--- src/rtl/temp_entry_if.sv ---
// Keypad-side bus of the temperature entry sequencer: digit/enter inputs,
// progress state, committed and previous BCD values, and result pulses.
interface temp_entry_if;
  logic       enter;
  logic [3:0] value;
  logic [1:0] input_state;
  logic [3:0] temp_value_ones;
  logic [3:0] temp_value_tens;
  logic [3:0] temp_value_huns;
  logic [3:0] temp_value_ones_old;
  logic [3:0] temp_value_tens_old;
  logic [3:0] temp_value_huns_old;
  logic       commit;
  logic       err;
  logic       timeout;

  modport master (
    output enter, value,
    input  input_state,
    input  temp_value_ones, temp_value_tens, temp_value_huns,
    input  temp_value_ones_old, temp_value_tens_old, temp_value_huns_old,
    input  commit, err, timeout
  );

  modport slave (
    input  enter, value,
    output input_state,
    output temp_value_ones, temp_value_tens, temp_value_huns,
    output temp_value_ones_old, temp_value_tens_old, temp_value_huns_old,
    output commit, err, timeout
  );
endinterface

--- src/rtl/temp_entry_ctrl.sv ---
// Keypad entry sequencer for a 3-digit BCD temperature (ones, tens, hundreds).
// Optional feature: define TEMP_ENTRY_ESC_EN to make digit 4'hB an escape key.
module temp_entry_ctrl #(
  parameter int unsigned TIMEOUT_CYCLES = 50_000_000,
  parameter logic [11:0] MAX_BCD        = 12'h999
) (
  input logic         clk,
  input logic         rst,
  temp_entry_if.slave bus
);

  localparam int unsigned TW = $clog2(TIMEOUT_CYCLES + 1);
  localparam logic [TW-1:0] TIMER_LAST = TW'(TIMEOUT_CYCLES - 1);
  localparam logic [TW-1:0] TIMER_MAX  = TW'(TIMEOUT_CYCLES);

  localparam logic [1:0] ST_ONES = 2'd0;
  localparam logic [1:0] ST_TENS = 2'd1;
  localparam logic [1:0] ST_HUNS = 2'd2;

  logic [1:0]    state_q, state_d;
  logic          enter_q;
  logic [3:0]    pend_ones_q, pend_ones_d;
  logic [3:0]    pend_tens_q, pend_tens_d;
  logic [11:0]   cur_q, cur_d;
  logic [11:0]   old_q, old_d;
  logic [TW-1:0] timer_q, timer_d;
  logic          commit_q, commit_d;
  logic          err_q, err_d;
  logic          timeout_q, timeout_d;

  logic        press;
  logic        digit_ok;
  logic [11:0] cand;

  assign press    = bus.enter & ~enter_q;
  assign digit_ok = (bus.value <= 4'd9);
  assign cand     = {bus.value, pend_tens_q, pend_ones_q};

  always_comb begin
    // NOTE: every next-state signal gets a default first so no path leaves it unassigned (no latches).
    state_d     = state_q;
    pend_ones_d = pend_ones_q;
    pend_tens_d = pend_tens_q;
    cur_d       = cur_q;
    old_d       = old_q;
    commit_d    = 1'b0;
    err_d       = 1'b0;
    timeout_d   = 1'b0;

    // Idle timer only runs while a partial entry is pending; it saturates.
    if (state_q == ST_ONES || press) begin
      timer_d = '0;
    end else if (timer_q != TIMER_MAX) begin
      timer_d = timer_q + TW'(1);
    end else begin
      timer_d = timer_q;
    end

    if (press) begin
`ifdef TEMP_ENTRY_ESC_EN
      if (bus.value == 4'hB) begin
        pend_ones_d = '0;
        pend_tens_d = '0;
        state_d     = ST_ONES;
      end else
`endif
      if (!digit_ok) begin
        err_d = 1'b1;
      end else begin
        case (state_q)
          ST_ONES: begin
            pend_ones_d = bus.value;
            state_d     = ST_TENS;
          end
          ST_TENS: begin
            pend_tens_d = bus.value;
            state_d     = ST_HUNS;
          end
          ST_HUNS: begin
            // Packed BCD orders the same as its decimal value, so a plain compare works.
            if (cand <= MAX_BCD) begin
              old_d    = cur_q;
              cur_d    = cand;
              commit_d = 1'b1;
            end else begin
              err_d = 1'b1;
            end
            pend_ones_d = '0;
            pend_tens_d = '0;
            state_d     = ST_ONES;
          end
          default: state_d = ST_ONES;
        endcase
      end
    end else if (state_q != ST_ONES && timer_q == TIMER_LAST) begin
      timeout_d   = 1'b1;
      pend_ones_d = '0;
      pend_tens_d = '0;
      state_d     = ST_ONES;
    end
  end

  // NOTE: sequential state uses non-blocking assignments so all registers update together at the edge.
  always_ff @(posedge clk) begin
    if (rst) begin
      state_q     <= ST_ONES;
      enter_q     <= 1'b0;
      pend_ones_q <= '0;
      pend_tens_q <= '0;
      cur_q       <= '0;
      old_q       <= '0;
      timer_q     <= '0;
      commit_q    <= 1'b0;
      err_q       <= 1'b0;
      timeout_q   <= 1'b0;
    end else begin
      state_q     <= state_d;
      enter_q     <= bus.enter;
      pend_ones_q <= pend_ones_d;
      pend_tens_q <= pend_tens_d;
      cur_q       <= cur_d;
      old_q       <= old_d;
      timer_q     <= timer_d;
      commit_q    <= commit_d;
      err_q       <= err_d;
      timeout_q   <= timeout_d;
    end
  end

  assign bus.input_state         = state_q;
  assign bus.temp_value_ones     = cur_q[3:0];
  assign bus.temp_value_tens     = cur_q[7:4];
  assign bus.temp_value_huns     = cur_q[11:8];
  assign bus.temp_value_ones_old = old_q[3:0];
  assign bus.temp_value_tens_old = old_q[7:4];
  assign bus.temp_value_huns_old = old_q[11:8];
  assign bus.commit              = commit_q;
  assign bus.err                 = err_q;
  assign bus.timeout             = timeout_q;

endmodule

--- src/flat_wrapper.sv ---
// flat-port wrapper written by rule: the top's interface ports become plain ports
module temp_entry_ctrl_flat 
#(
  parameter int unsigned TIMEOUT_CYCLES = 50_000_000,
  parameter logic [11:0] MAX_BCD        = 12'h999
)
  (clk, rst, bus_enter, bus_value, bus_input_state, bus_temp_value_ones, bus_temp_value_tens, bus_temp_value_huns, bus_temp_value_ones_old, bus_temp_value_tens_old, bus_temp_value_huns_old, bus_commit, bus_err, bus_timeout);
  temp_entry_if bus_i ();
  input logic clk;
  input logic rst;
  input wire logic [$bits(bus_i.enter)-1:0] bus_enter;
  input wire logic [$bits(bus_i.value)-1:0] bus_value;
  output wire logic [$bits(bus_i.input_state)-1:0] bus_input_state;
  output wire logic [$bits(bus_i.temp_value_ones)-1:0] bus_temp_value_ones;
  output wire logic [$bits(bus_i.temp_value_tens)-1:0] bus_temp_value_tens;
  output wire logic [$bits(bus_i.temp_value_huns)-1:0] bus_temp_value_huns;
  output wire logic [$bits(bus_i.temp_value_ones_old)-1:0] bus_temp_value_ones_old;
  output wire logic [$bits(bus_i.temp_value_tens_old)-1:0] bus_temp_value_tens_old;
  output wire logic [$bits(bus_i.temp_value_huns_old)-1:0] bus_temp_value_huns_old;
  output wire logic [$bits(bus_i.commit)-1:0] bus_commit;
  output wire logic [$bits(bus_i.err)-1:0] bus_err;
  output wire logic [$bits(bus_i.timeout)-1:0] bus_timeout;
  assign bus_i.enter = bus_enter;
  assign bus_i.value = bus_value;
  assign bus_input_state = bus_i.input_state;
  assign bus_temp_value_ones = bus_i.temp_value_ones;
  assign bus_temp_value_tens = bus_i.temp_value_tens;
  assign bus_temp_value_huns = bus_i.temp_value_huns;
  assign bus_temp_value_ones_old = bus_i.temp_value_ones_old;
  assign bus_temp_value_tens_old = bus_i.temp_value_tens_old;
  assign bus_temp_value_huns_old = bus_i.temp_value_huns_old;
  assign bus_commit = bus_i.commit;
  assign bus_err = bus_i.err;
  assign bus_timeout = bus_i.timeout;
  temp_entry_ctrl #(.TIMEOUT_CYCLES(TIMEOUT_CYCLES), .MAX_BCD(MAX_BCD)) u_core (.clk(clk), .rst(rst), .bus(bus_i));
endmodule
--- config.mk ---
export PLATFORM = sky130hd
export DESIGN_NAME = temp_entry_ctrl_flat
export DESIGN_NICKNAME = d
export VERILOG_FILES = /design/src/rtl/temp_entry_if.sv /design/src/rtl/temp_entry_ctrl.sv /design/src/flat_wrapper.sv
export SDC_FILE = /design/constraint.sdc
export NUM_CORES = 1
export LEC_CHECK = 0
export CAP_MARGIN = 20
export CORE_MARGIN = 5
export CORE_UTILIZATION = 50
export CTS_BUF_LIST = sky130_fd_sc_hd__clkbuf_8
export DETAILED_ROUTE_END_ITERATION = 8
export GPL_TIMING_DRIVEN = 0
export PLACE_DENSITY = 0.76
export SKIP_LAST_GASP = 1
export SYNTH_ARGS = -nofsm -noshare
export SYNTH_HDL_FRONTEND = slang
export SYNTH_SLANG_ARGS = --single-unit
--- constraint.sdc ---
create_clock -name clk -period 2.16 [get_ports clk]
set_clock_uncertainty 0.2 [all_clocks]
set_input_delay 0.324 -clock clk [delete_from_list [all_inputs] [get_ports clk]]
set_output_delay 0.324 -clock clk [all_outputs]
set_load 0.05 [all_outputs]
Word-level counts from Yosys, hierarchy flattened
Index checks and enable logic that the tools add are counted.
{"block": "word_totals", "ff_bits": 64, "latchBits": 0, "ramBits": 0, "romBits": 0, "inputBits": 7, "out_inout_bits": 29, "word_cells": 54, "mem_count": 0}
{"block": "op_classes", "addsub": 1, "multipliers": 0, "div": 0, "order_cmp": 2, "n_eq_ne": 7, "n_shift": 0, "mux": 16, "bitwise": 5, "reduce_logical": 13}
{"cell": "26-bit by 1-bit adder with 26-bit output, second input constant", "count": 1}
{"cell": "26-bit == test, second input constant", "count": 1}
{"cell": "26-bit inequality test, second input constant", "count": 1}
{"cell": "4-bit two-way mux", "count": 5}
{"cell": "4-bit case mux with 2 select lines", "count": 2}
{"cell": "12-bit less-or-equal comparator, second input constant", "count": 1}
{"cell": "2-bit two-way mux", "count": 3}
{"cell": "3-bit inequality test, second input constant", "count": 2}
{"cell": "3-bit AND reduction", "count": 2}
{"cell": "2-bit OR reduction", "count": 3}
{"cell": "1-bit two-way mux", "count": 5}
{"cell": "4-bit less-or-equal comparator, second input constant", "count": 1}
{"cell": "1-bit inverter", "count": 4}
{"cell": "2-bit case mux with 2 select lines", "count": 1}
{"cell": "4-bit AND reduction", "count": 1}
{"cell": "2-bit nonzero test", "count": 2}
{"cell": "4-bit OR reduction", "count": 1}
{"cell": "2-bit by 1-bit == test with 1-bit output, second input constant", "count": 1}
{"cell": "2-bit == test, second input constant", "count": 1}
{"cell": "2-bit zero test", "count": 1}
{"cell": "2-bit inequality test, second input constant", "count": 1}
{"cell": "2-bit AND reduction", "count": 1}
{"cell": "1-bit AND", "count": 1}
{"cell": "1-bit logical AND", "count": 1}
{"cell": "1-bit logical OR", "count": 1}

Longest topological paths before layout
{"block": "logic_depth", "word_depth": 4, "ltp_mapped": 6, "depth_no_buf": 5}

Worst setup path after synthesis
Ideal clock, no wire load.
{"block": "synth_path", "kind": "register -> register", "from": "register u_core.state_q[0] (netlist: u_core.bus.input_state[0])", "to": "register u_core.state_q[0] (netlist: u_core.bus.input_state[0])", "setup_time_ns": 0.126, "t_arrival_ns": 1.982, "t_required_ns": 1.834, "path_slack_ns": -0.148, "stages_incl_launch_ff": 7, "n_path_buf": 1, "synth_period_minus_slack_ns": 2.308, "path_cell_list": "dfxtp_1 -> inv_1 -> ha_1 -> or4_1 -> nor4_2 -> buf_2 -> o32ai_1"}
{"block": "synth_between", "elab_chain_len": 4, "word_cells_on_any_way": 9, "cone_classes": "eq/ne: 1; mux: 3; reduce/logical: 5"}
{"element": "from (decl)", "line_no": "temp_entry_ctrl.sv:20", "source": "logic [1:0] state_q, state_d;"}
{"element": "from (signal assigned)", "line_no": "temp_entry_ctrl.sv:117", "source": "state_q <= state_d;"}
{"element": "2-bit by 1-bit == test with 1-bit output (tied with other cells)", "line_no": "temp_entry_ctrl.sv:70", "source": "case (state_q)"}
{"element": "2-bit case mux with 2 select lines or 1-bit logical AND (tied branches)", "line_no": "temp_entry_ctrl.sv:70, temp_entry_ctrl.sv:95"}
{"element": "2-bit two-way mux or 2-bit nonzero test (tied branches)"}
{"element": "2-bit two-way mux or 2-bit AND reduction (tied branches)"}
Parallel ways exist; a longest one is shown, timed or not. The select of a mux whose other input is x is not followed.
A chain may end at the register's enable or synchronous reset.

Worst setup path after layout
{"block": "layout_path", "from": "register u_core.timer_q[0]", "to": "register u_core.timer_q[24]"}
{"block": "layout_between", "elab_chain_len": 1, "word_cells_on_any_way": 2, "cone_classes": "add/sub: 1; eq/ne: 1"}
{"element": "from (decl)", "line_no": "temp_entry_ctrl.sv:26", "source": "logic [TW-1:0] timer_q, timer_d;"}
{"element": "from (signal assigned)", "line_no": "temp_entry_ctrl.sv:123", "source": "timer_q <= timer_d;"}
{"element": "26-bit by 1-bit adder with 26-bit output or 26-bit inequality test (tied branches)", "line_no": "temp_entry_ctrl.sv:54, temp_entry_ctrl.sv:53"}
Parallel ways exist; a longest one is shown, timed or not.

==> impl_metrics.ini <==
[outcome]
outcome = complete, but fails checks
violations = negative setup slack

[cells_and_area]
layoutNonFillerInstCount = 452
drive_gt1_share_pct = 24.5
area_delta_synth_final_pct = 34.6
final_area_um2 = 3930
nets = 388
n_antenna_cell = 0
final_common_cell = dfxtp_1
final_util_pct = 70.4
final_cell_mix = 46 x dfxtp_1, 45 x nand2b_1, 35 x clkdlybuf4s50_1

[yosys]
yosys_warnings = 0
synth_cells = 311
synth_cell_types = 41
synthArstFlopShare_pct = 0
synth_seq_cells = 64
synthesis.area_um2 = 2920
synth_seq_area_share_pct = 43.9
syn-num-nets = 324
synth_edf_count = 0
syn_avg_cell_area_um2 = 9.37
synthFlopType = dfxtp_1

[drt]
final_antenna_net_count = 0
drt_pass1_iterations = 4
viasPerCell = 5.60
route.detailed.drc = 0
dr.first_iter.drc_count = 110
finalWirelength_um = 6990
post_drt_wl_per_cell_um = 15.5
via_count = 2533

[floorplanning]
start_util_pct = 52.3
coreArea_um2 = 5570
rows = 27
die_w_um = 86.4
die_y_um = 86.4
io_pins = 36
dieArea_um2 = 7460

[timing]
period_minus_slack_ps = 2160
setup_viol = 2
rsz0062_at_grt = true
hold_slack_ps = 279
max-slew-margin-rel_pct = 51.7
finalSetupTns_ps = -4.10
period_share_pct = 100
final_hold_viol_count = 0
max_freq_mhz = 462
timing.final.ws_setup_ps = -2.42
max_slew.worst_pin.slew_ps = 722
maxSlewViolCount = 0

[power_and_ir_drop]
power_frac_clock_pct = 47.2
switching_power_uw = 547
power_frac_seq_pct = 47.7
total_leakage_power_nw = 1.34
power.internal_mw = 1.94
p_comb_share_pct = 5.1
switching_share_pct = 22.0
power_density_nw_per_um2 = 634
ir_drop_v = 0.000640

[hold_path]
worstHoldPathType = register to register

[critical_path]
cp-end-kind = register
critical_path_class = register to register
critPathMaxFanout = 5
critPathRequiredTime_ps = 2180
cp.arrival_ps = 2180
cp-start-kind = register

[placement]
place.gp.congestion = 0.841
portBuffers = 35
placed_area_um2 = 3360
place_inst = 418
place_hpwl_um = 4590

[clock_network]
numCtsBuffers = 9
cts.path.max_buffers = 2
htree_levels = 3
cts_tree = built
cts_root_buffer = clkbuf_8
clock_latency_ps = 350
clk_pin_slew_worst_paths_ps = 70
cts.sinks = 64

[grt]
grt_util_all_layers_pct = 18.9
grt_antenna_before_repair = 0
grt_max_degree = 12
grt.overflow.total = 0
grt_pass1_vias = 2486
grt_pass1_wl_um = 11300

[job]
drv_cap = 0
[registers in the layout, summed over array words and instances, names as in the netlist]
name	cells
u_core.bus.timeout	1
u_core.bus.commit	1
u_core.bus.input_state	2
u_core.cur_q	12
u_core.bus.err	1
u_core.old_q	12
u_core.pend_tens_q	4
u_core.timer_q	26
u_core.enter_q	1
u_core.pend_ones_q	4
[cell usage after synthesis (5+ instances only)]
library cell  instances  area [um2]
dfxtp_1              64        1280
nand2b_1             45         282
mux2i_1              25         250
nand2_1              17        63.8
or4_1                15         113
nor2_1               14        52.6
a21oi_1              12        60.1
inv_1                12        45.0
o31ai_1              11        82.6
nand3_1              10        50.1
clkbuf_1              9        33.8
o22ai_1               8        50.1
nor3_1                7        35.0
ha_1                  6        75.1
nand4_1               5        31.3
xor2_1                5        43.8
[metrics by stage]
step	power (mW)	setup slack [ps]
4_1_cts	2.49	-18.5
3_5_place_dp	1.33	-792
3_3_place_gp	1.33	-742
2_1_floorplan	1.29	6.39
6_report	2.49	-2.42
5_1_grt	2.57	-106
[kinds of logic (layout without fill, tap and decap cells)]
kind of cell	after synthesis	in the layout	synth area share (%)
fa+ha+maj	6	6	2.58
flops	64	64	43.9
compound gates	46	46	10.5
buf+inv	26	95	3.86
simple gates	134	134	27.5
xor+xnor	9	9	2.70
mux	26	26	8.97
[metal layers]
layer	part of all wire, %	track usage [%]	up-vias
li1	-	-	1246
met1	43	22.9	1198
met2	49	31.1	70
met3	5.3	4.56	19
met4	2.2	9.35	0
met5	0	0	-
[cell type report]
type                       count  area (um2)
clock inverter                 5        78.8
sequential                    64        1320
timing repair buffer          54         490
fill                         425        1650
buffer                        13        81.3
tap                           72        90.1
clock buffer                  11         151
multi-input combinational    221        1670
inverter                      12        45.0
[worst max-delay path: stages, from the launching register on]
cell      delay (ps)
dfxtp_4          370
ha_4             150
nand2_4           60
or4_4            580
buf_6            150
buf_4            140
o31ai_1          280
a211oi_2         110
[worst paths after layout]
| path | to | start | slack (ps) | depth (start not counted) |
|---|---|---|---|---|
| setup / recovery | u_core.timer_q[24]$_SDFFE_PP0P_ | u_core.timer_q[0]$_SDFFE_PP0P_ | -2 | 7 |
| hold / removal | u_core.old_q[9]$_SDFFE_PP0P_ | u_core.old_q[9]$_SDFFE_PP0P_ | 280 | 2 |
| setup reg to reg | u_core.timer_q[24]$_SDFFE_PP0P_ | u_core.timer_q[0]$_SDFFE_PP0P_ | -2 | 7 |
| hold reg to reg | u_core.old_q[9]$_SDFFE_PP0P_ | u_core.old_q[9]$_SDFFE_PP0P_ | 280 | 2 |
[power by group through the flow]
stage / logic [mW] / registers [mW] / clock network (mW)
after floorplan: 0.0585 / 1.23 / 0
after global placement: 0.111 / 1.22 / 0
after detailed placement: 0.112 / 1.22 / 0
after CTS: 0.118 / 1.19 / 1.19
after global routing: 0.137 / 1.19 / 1.24
final: 0.127 / 1.19 / 1.17
[repair_timing]
item	in CTS	in global routing
cloned	1	1
pin swaps	7	9
setup buffers	10	7
endpoints found under the setup margin	45	24
hold buffers	0	0
gates resized for setup	24	38
No activity file was read; power rests on OpenSTA's default activity.
==> variant 1, RTL diff (same settings) <==
`TIMEOUT_CYCLES` is set to 50_000_000 in 2 places; all go to 25_000_000.
--- a/src/rtl/temp_entry_ctrl.sv
+++ b/src/rtl/temp_entry_ctrl.sv
@@ -1,7 +1,7 @@
 // Keypad entry sequencer for a 3-digit BCD temperature (ones, tens, hundreds).
 // Optional feature: define TEMP_ENTRY_ESC_EN to make digit 4'hB an escape key.
 module temp_entry_ctrl #(
-  parameter int unsigned TIMEOUT_CYCLES = 50_000_000,
+  parameter int unsigned TIMEOUT_CYCLES = 25_000_000,
   parameter logic [11:0] MAX_BCD        = 12'h999
 ) (
   input logic         clk,
--- a/src/flat_wrapper.sv
+++ b/src/flat_wrapper.sv
@@ -1,7 +1,7 @@
 // flat-port wrapper written by rule: the top's interface ports become plain ports
 module temp_entry_ctrl_flat 
 #(
-  parameter int unsigned TIMEOUT_CYCLES = 50_000_000,
+  parameter int unsigned TIMEOUT_CYCLES = 25_000_000,
   parameter logic [11:0] MAX_BCD        = 12'h999
 )
   (clk, rst, bus_enter, bus_value, bus_input_state, bus_temp_value_ones, bus_temp_value_tens, bus_temp_value_huns, bus_temp_value_ones_old, bus_temp_value_tens_old, bus_temp_value_huns_old, bus_commit, bus_err, bus_timeout);
Function: same outputs for any inputs over 10 cycles, from zero or initial values and one cycle with rst high; that may be too few to reach the edited logic, so the function may still have changed.
==> variant 1 against the original RTL <==
- wire length is 9.6% lower
- die area is 0.64% higher
- area after synthesis increased by 0.73%
- fmax rose by 2.5%
- global-route usage fell by 0.98 points
- count of clock-buffer cells in the layout decreased by 1
- power up 2.7%
- critical path type is now input pin to flip-flop
- sequential cell count shrank 1
- setup slack better by 0.052 ns
- sequential share of layout area grew 0.57 points
- final area down 4.8%
- first-iteration DRC count fell by 18%
==> variant 1: results (changes against the original RTL) <==
- Status: finished, final reports clean
- Sequential area share after synthesis: 42.95% (-1.0 points)
- Adder-cell share of the synthesized area: 2.556% (-0.019 points)
- Vias in the first global route: 2270 (-8.7%)
- Worst slack, placed: -0.5649 ns (+0.2268 ns)
- Max stage delay cell, worst path: or4b_4
- DR vias/cell: 5.388 (-3.9%)
- Critical path fanouts, max: 8 (+3)
- Number of fillers in the final layout: 513 (+21%)
- Synth area leaders: dfxtp_1 43%, mux2i_1 12%, nand2b_1 8.3%
- R2R Path End: u_core.pend_ones_q[2]$_SDFFE_PP0P_
- DP Cell Count: 415 (-0.72%)
- R2r startpoint: u_core.bus.input_state[0]$_SDFFE_PP0P_
- Leading registers by flop count: u_core.timer_q: 25 flops, u_core.cur_q: 12 flops, u_core.old_q: 12 flops
- Crit path kind: input pin to flip-flop
- Compound-cell area share of the yosys netlist: 8.351% (-2.1 points)
- DP Area: 3388 um^2 (+0.74%)
- Non-filler cells, final: 436 (-3.5%)
- Syn Area/Cell: 9.628 um^2 (+2.7%)
- R2r setup slk: 0.08 ns (+0.08 ns)
- R2R cell count: 6 (-1)
- Multiplexer area fraction after synthesis: 11.93% (+3.0 points)
- Worst hold endpoint: u_core.timer_q[21]$_SDFFE_PP0P_
- Worst vdd ir: 474.0 uV (-26%)
- GPL Wtd Cong: 0.8203 (-2.4%)
- CP startpoint: bus_enter
- Unique cell type count in the Yosys netlist: 46 (+12%)
- Hold WS: 0.2672 ns (-0.01144 ns)
-- variant 1: changes by cell type after synthesis, moves of 4 or more --
cell | before | now
o22ai_1 | 8 | 0
o31ai_1 | 11 | 3
inv_1 | 12 | 5
mux2i_1 | 25 | 35
nand2b_1 | 45 | 39
or4_1 | 15 | 5
o21ai_0 | 3 | 7
-- variant 1: cells by family (layout without fill, tap and decap cells) --
logic type,count (synthesis),in the layout
AO/OA/AOI/OAI,34,34
buffers and inverters,21,77
adder cells (fa/ha/maj),6,6
multiplexers,35,35
flip-flops,63,63
XOR/XNOR,9,9
AND/OR/NAND/NOR,137,137
-- variant 1: tightest hold or removal path: stages, from the launching register on --
cell and delay [ns]:
dfxtp_1 0.32, nand2_1 0.05, mux2i_1 0.05
-- variant 1: layer usage --
layer / wire length [um] / global-route usage, %
met4: 132 / 9.348
met5: 0 / 0
met1: 2908 / 21.98
met2: 2990 / 28.16
met3: 286 / 5.418
-- variant 1: what timing repair did --
item | 4_1_cts | 5_1_grt
resized for setup | 4 | 15
gates cloned | 0 | 0
setup buffers | 1 | 4
pin swaps | 3 | 5
hold buffers | 0 | 0
setup endpoints to repair | 29 | 30
-- variant 1: layout make-up --
cell class / instances / share of cell area (%)
Clock inverter: 6 / 2.881
Sequential cell: 63 / 34.17
Buffer: 16 / 2.077
Multi-Input combinational cell: 221 / 43.65
Clock buffer: 10 / 3.685
Timing Repair Buffer: 40 / 10.39
Tap cell: 75 / 2.513
Inverter: 5 / 0.6365
-- variant 1: power by group --
| group | internal, uW | switching, uW |
|---|---|---|
| sequential | 1170 | 7.90 |
| combinational | 57.8 | 68.4 |
| clock | 794 | 461 |
| total | 2020 | 538 |
==> variant 2, RTL diff (same flow settings) <==
Without the edit above. Make the reset (`rst`) asynchronous in one clocked block.
--- a/src/rtl/temp_entry_ctrl.sv
+++ b/src/rtl/temp_entry_ctrl.sv
@@ -101,7 +101,7 @@
   end
 
   // NOTE: sequential state uses non-blocking assignments so all registers update together at the edge.
-  always_ff @(posedge clk) begin
+  always_ff @(posedge clk or posedge rst) begin
     if (rst) begin
       state_q     <= ST_ONES;
       enter_q     <= 1'b0;
Formal check against the unedited RTL: differs if rst is asserted again (counterexample within 4 cycles, from zero or initial values and one cycle with rst high); with rst held inactive, the same outputs for 10 cycles.
==> variant 2 against the original RTL <==
- final area down 2.6%
- wire length shrank 13%
- sequential cell count stayed put
- first-iteration DRC count is 11% lower
- area after synthesis rose by 0.34%
- global-route usage down 0.95 points
- setup slack better by 0.0053 ns
Power is not compared: it rests on default switching activity, and its combinational part moved more than twofold at a synthesized area within 25%.
==> variant 2: results (changes against the original RTL) <==
- GPL Wtd Cong: 0.8277 (-1.6%)
- Sw Pwr: 1095 uW
- # setup viols final: 0 (-2)
- Detailed Routing Iterations Pass 1: 5 (+1)
- Syn Area/Cell: 11.80 um^2 (+26%)
- Crit. End Element: flip-flop
- R2R Path End: u_core.pend_ones_q[0]$_DFFE_PP0P_
- Max stage delay cell, worst path: or4_4
- Cts bufs inserted: 9 (unchanged)
- IO Port Bufs: 35 (unchanged)
- Root buffer selected by CTS: clkbuf_8
- Ys Warns: 0 (unchanged)
- R2r setup slk: 0.003 ns
- NumNets Final: 321 (-17%)
- Top post-synthesis cells by count: 64 x dfrtp_1, 31 x mux2_2, 29 x nor2_1
- Total track usage: 17.93% (-0.95 points)
- Crit path arrival time: 2.20 ns (+0.02 ns)
- CP startpoint: u_core.timer_q[18]$_DFFE_PP0P_
- R2R cell count: 6 (-1)
- DRT iter0 DRCs: 98 (-11%)
- Total number of vias: 2064 (-19%)
- Asr flop ratio synth: 100.0% (+100 points)
- Max reg flops: 26 (unchanged)
- Setup TNS: 0 ns (+0.004104 ns)
- Crit path max-delay family: simple AND/OR/NAND/NOR gates
- Status: finished, final reports clean
- Clk Latency, worst-skew pair: 0.35 ns (about the same)
- DP Cell Count: 356 (-15%)
- Initial antenna violation count: 0 (unchanged)
- Worst slack, placed: -0.5116 ns (+0.2800 ns)
- Pin count of the biggest net entering global routing: 41 (+29)
- Max incr delay on CP: 0.46 ns (-0.12 ns)
- Critical path fanouts, max: 4 (-1)
- Unique cell type count in the Yosys netlist: 37 (-9.8%)
- # diodes: 0 (unchanged)
- Sequential area share after synthesis: 54.75% (+11 points)
- First-pass GRT wire length: 10.29 mm (-9.3%)
- Post-Syn Nets: 261 (-19%)
- Synth area leaders: dfrtp_1 55%, mux2_2 12%, xor2_1 4.5%
- Vias in the first global route: 2066 (-17%)
- DP Area: 3418 um^2 (+1.6%)
- DR vias/cell: 5.361 (-4.3%)
- Hpwl dp: 4.148 mm (-9.6%)
- Worst hold-check path type: input pin to async pin
- Routed wire length: 6.099 mm (-13%)
- Fraction of layout cells with a size suffix above 1: 27.16% (+2.7 points)
- Leading registers by flop count: u_core.timer_q: 26 flops, u_core.cur_q: 12 flops, u_core.old_q: 12 flops
- Final period util: 99.87% (-0.25 points)
- Clock transition at path regs: 0.08 ns
- Worst slew margin: 64.81% (+13 points)
==> variant 2: cell count changes after synthesis, sizes merged, moves of 7 or more <==
cell	unedited run	this run
dfrtp	0	64
dfxtp	64	0
nand2b	45	2
mux2	1	31
mux2i	25	3
or4	17	1
nor2	14	29
o31ai	11	0
xor2	5	15
o22ai	8	0
a21oi	12	5
==> variant 2: final cells by class <==
type / instances / area (um^2)
Sequential cell: 64 / 1605
Timing Repair Buffer: 49 / 478.0
Inverter: 7 / 31.28
Clock inverter: 7 / 102.6
Fill cell: 396 / 1783
Clock buffer: 9 / 123.9
Multi-Input combinational cell: 171 / 1361
Buffer: 6 / 32.53
Tap cell: 72 / 90.09
==> variant 2: metal layers <==
metal  share of wire, %  track usage, %  wire length (um)  vias up
met5                  0               0                 0        -
met4                2.0           9.915               123        0
met3                4.4           3.422               268        9
met2                 47           26.63              2890       45
met1                 46           24.69              2816     1021
li1                   -               -                 -      989
==> variant 2: worst reg2reg max path, delay by kind of cell, from the launching register on <==
kind | cells | cell delay (ns)
multiplexers | 1 | 0.29
AO/OA/AOI/OAI | 1 | 0.05
flip-flops | 1 | 0.40
buffers and inverters | 1 | 0.19
AND/OR/NAND/NOR | 3 | 0.91
==> variant 2: worst min-delay path by stage <==
stage | depth (start not counted) | start | endpoint | slack (ns)
floorplan | 0 | bus_enter | u_core.enter_q$_DFF_PP0_ | 0.16
global placement | 1 | u_core.pend_ones_q[0]$_DFFE_PP0P_ | u_core.cur_q[0]$_DFFE_PP0P_ | 0.29
detailed placement | 1 | u_core.old_q[7]$_DFFE_PP0P_ | u_core.old_q[7]$_DFFE_PP0P_ | 0.29
CTS | 2 | rst | u_core.cur_q[1]$_DFFE_PP0P_ | 0.15
global route | 2 | rst | u_core.cur_q[1]$_DFFE_PP0P_ | 0.20
finish | 2 | rst | u_core.cur_q[1]$_DFFE_PP0P_ | 0.13
==> variant 2: logic make-up after synthesis <==
logic type / count (synthesis) / synth area share, %
XOR/XNOR: 22 / 6.587
adder cells (fa/ha/maj): 6 / 2.566
AO/OA/AOI/OAI: 13 / 3.679
buffers and inverters: 13 / 1.796
AND/OR/NAND/NOR: 96 / 17.67
multiplexers: 34 / 12.96
flip-flops: 64 / 54.75
==> variant 2: repair_timing <==
| item | in CTS | in global routing |
|---|---|---|
| gates cloned | 0 | 0 |
| hold endpoints to repair | 0 | 1 |
| endpoints found under the setup margin | 35 | 40 |
| setup buffers | 10 | 2 |
| resized for setup | 8 | 12 |
| hold buffers | 0 | 1 |
| pin swaps | 4 | 2 |
==> variant 2: power by group through the flow <==
stage	Combinational (uW)	Sequential, uW	Clock, uW
after floorplan	236	1720	0
after global placement	781	1430	0
after detailed placement	793	1440	0
after CTS	824	1420	1180
after global routing	873	1440	1240
final	821	1420	1160
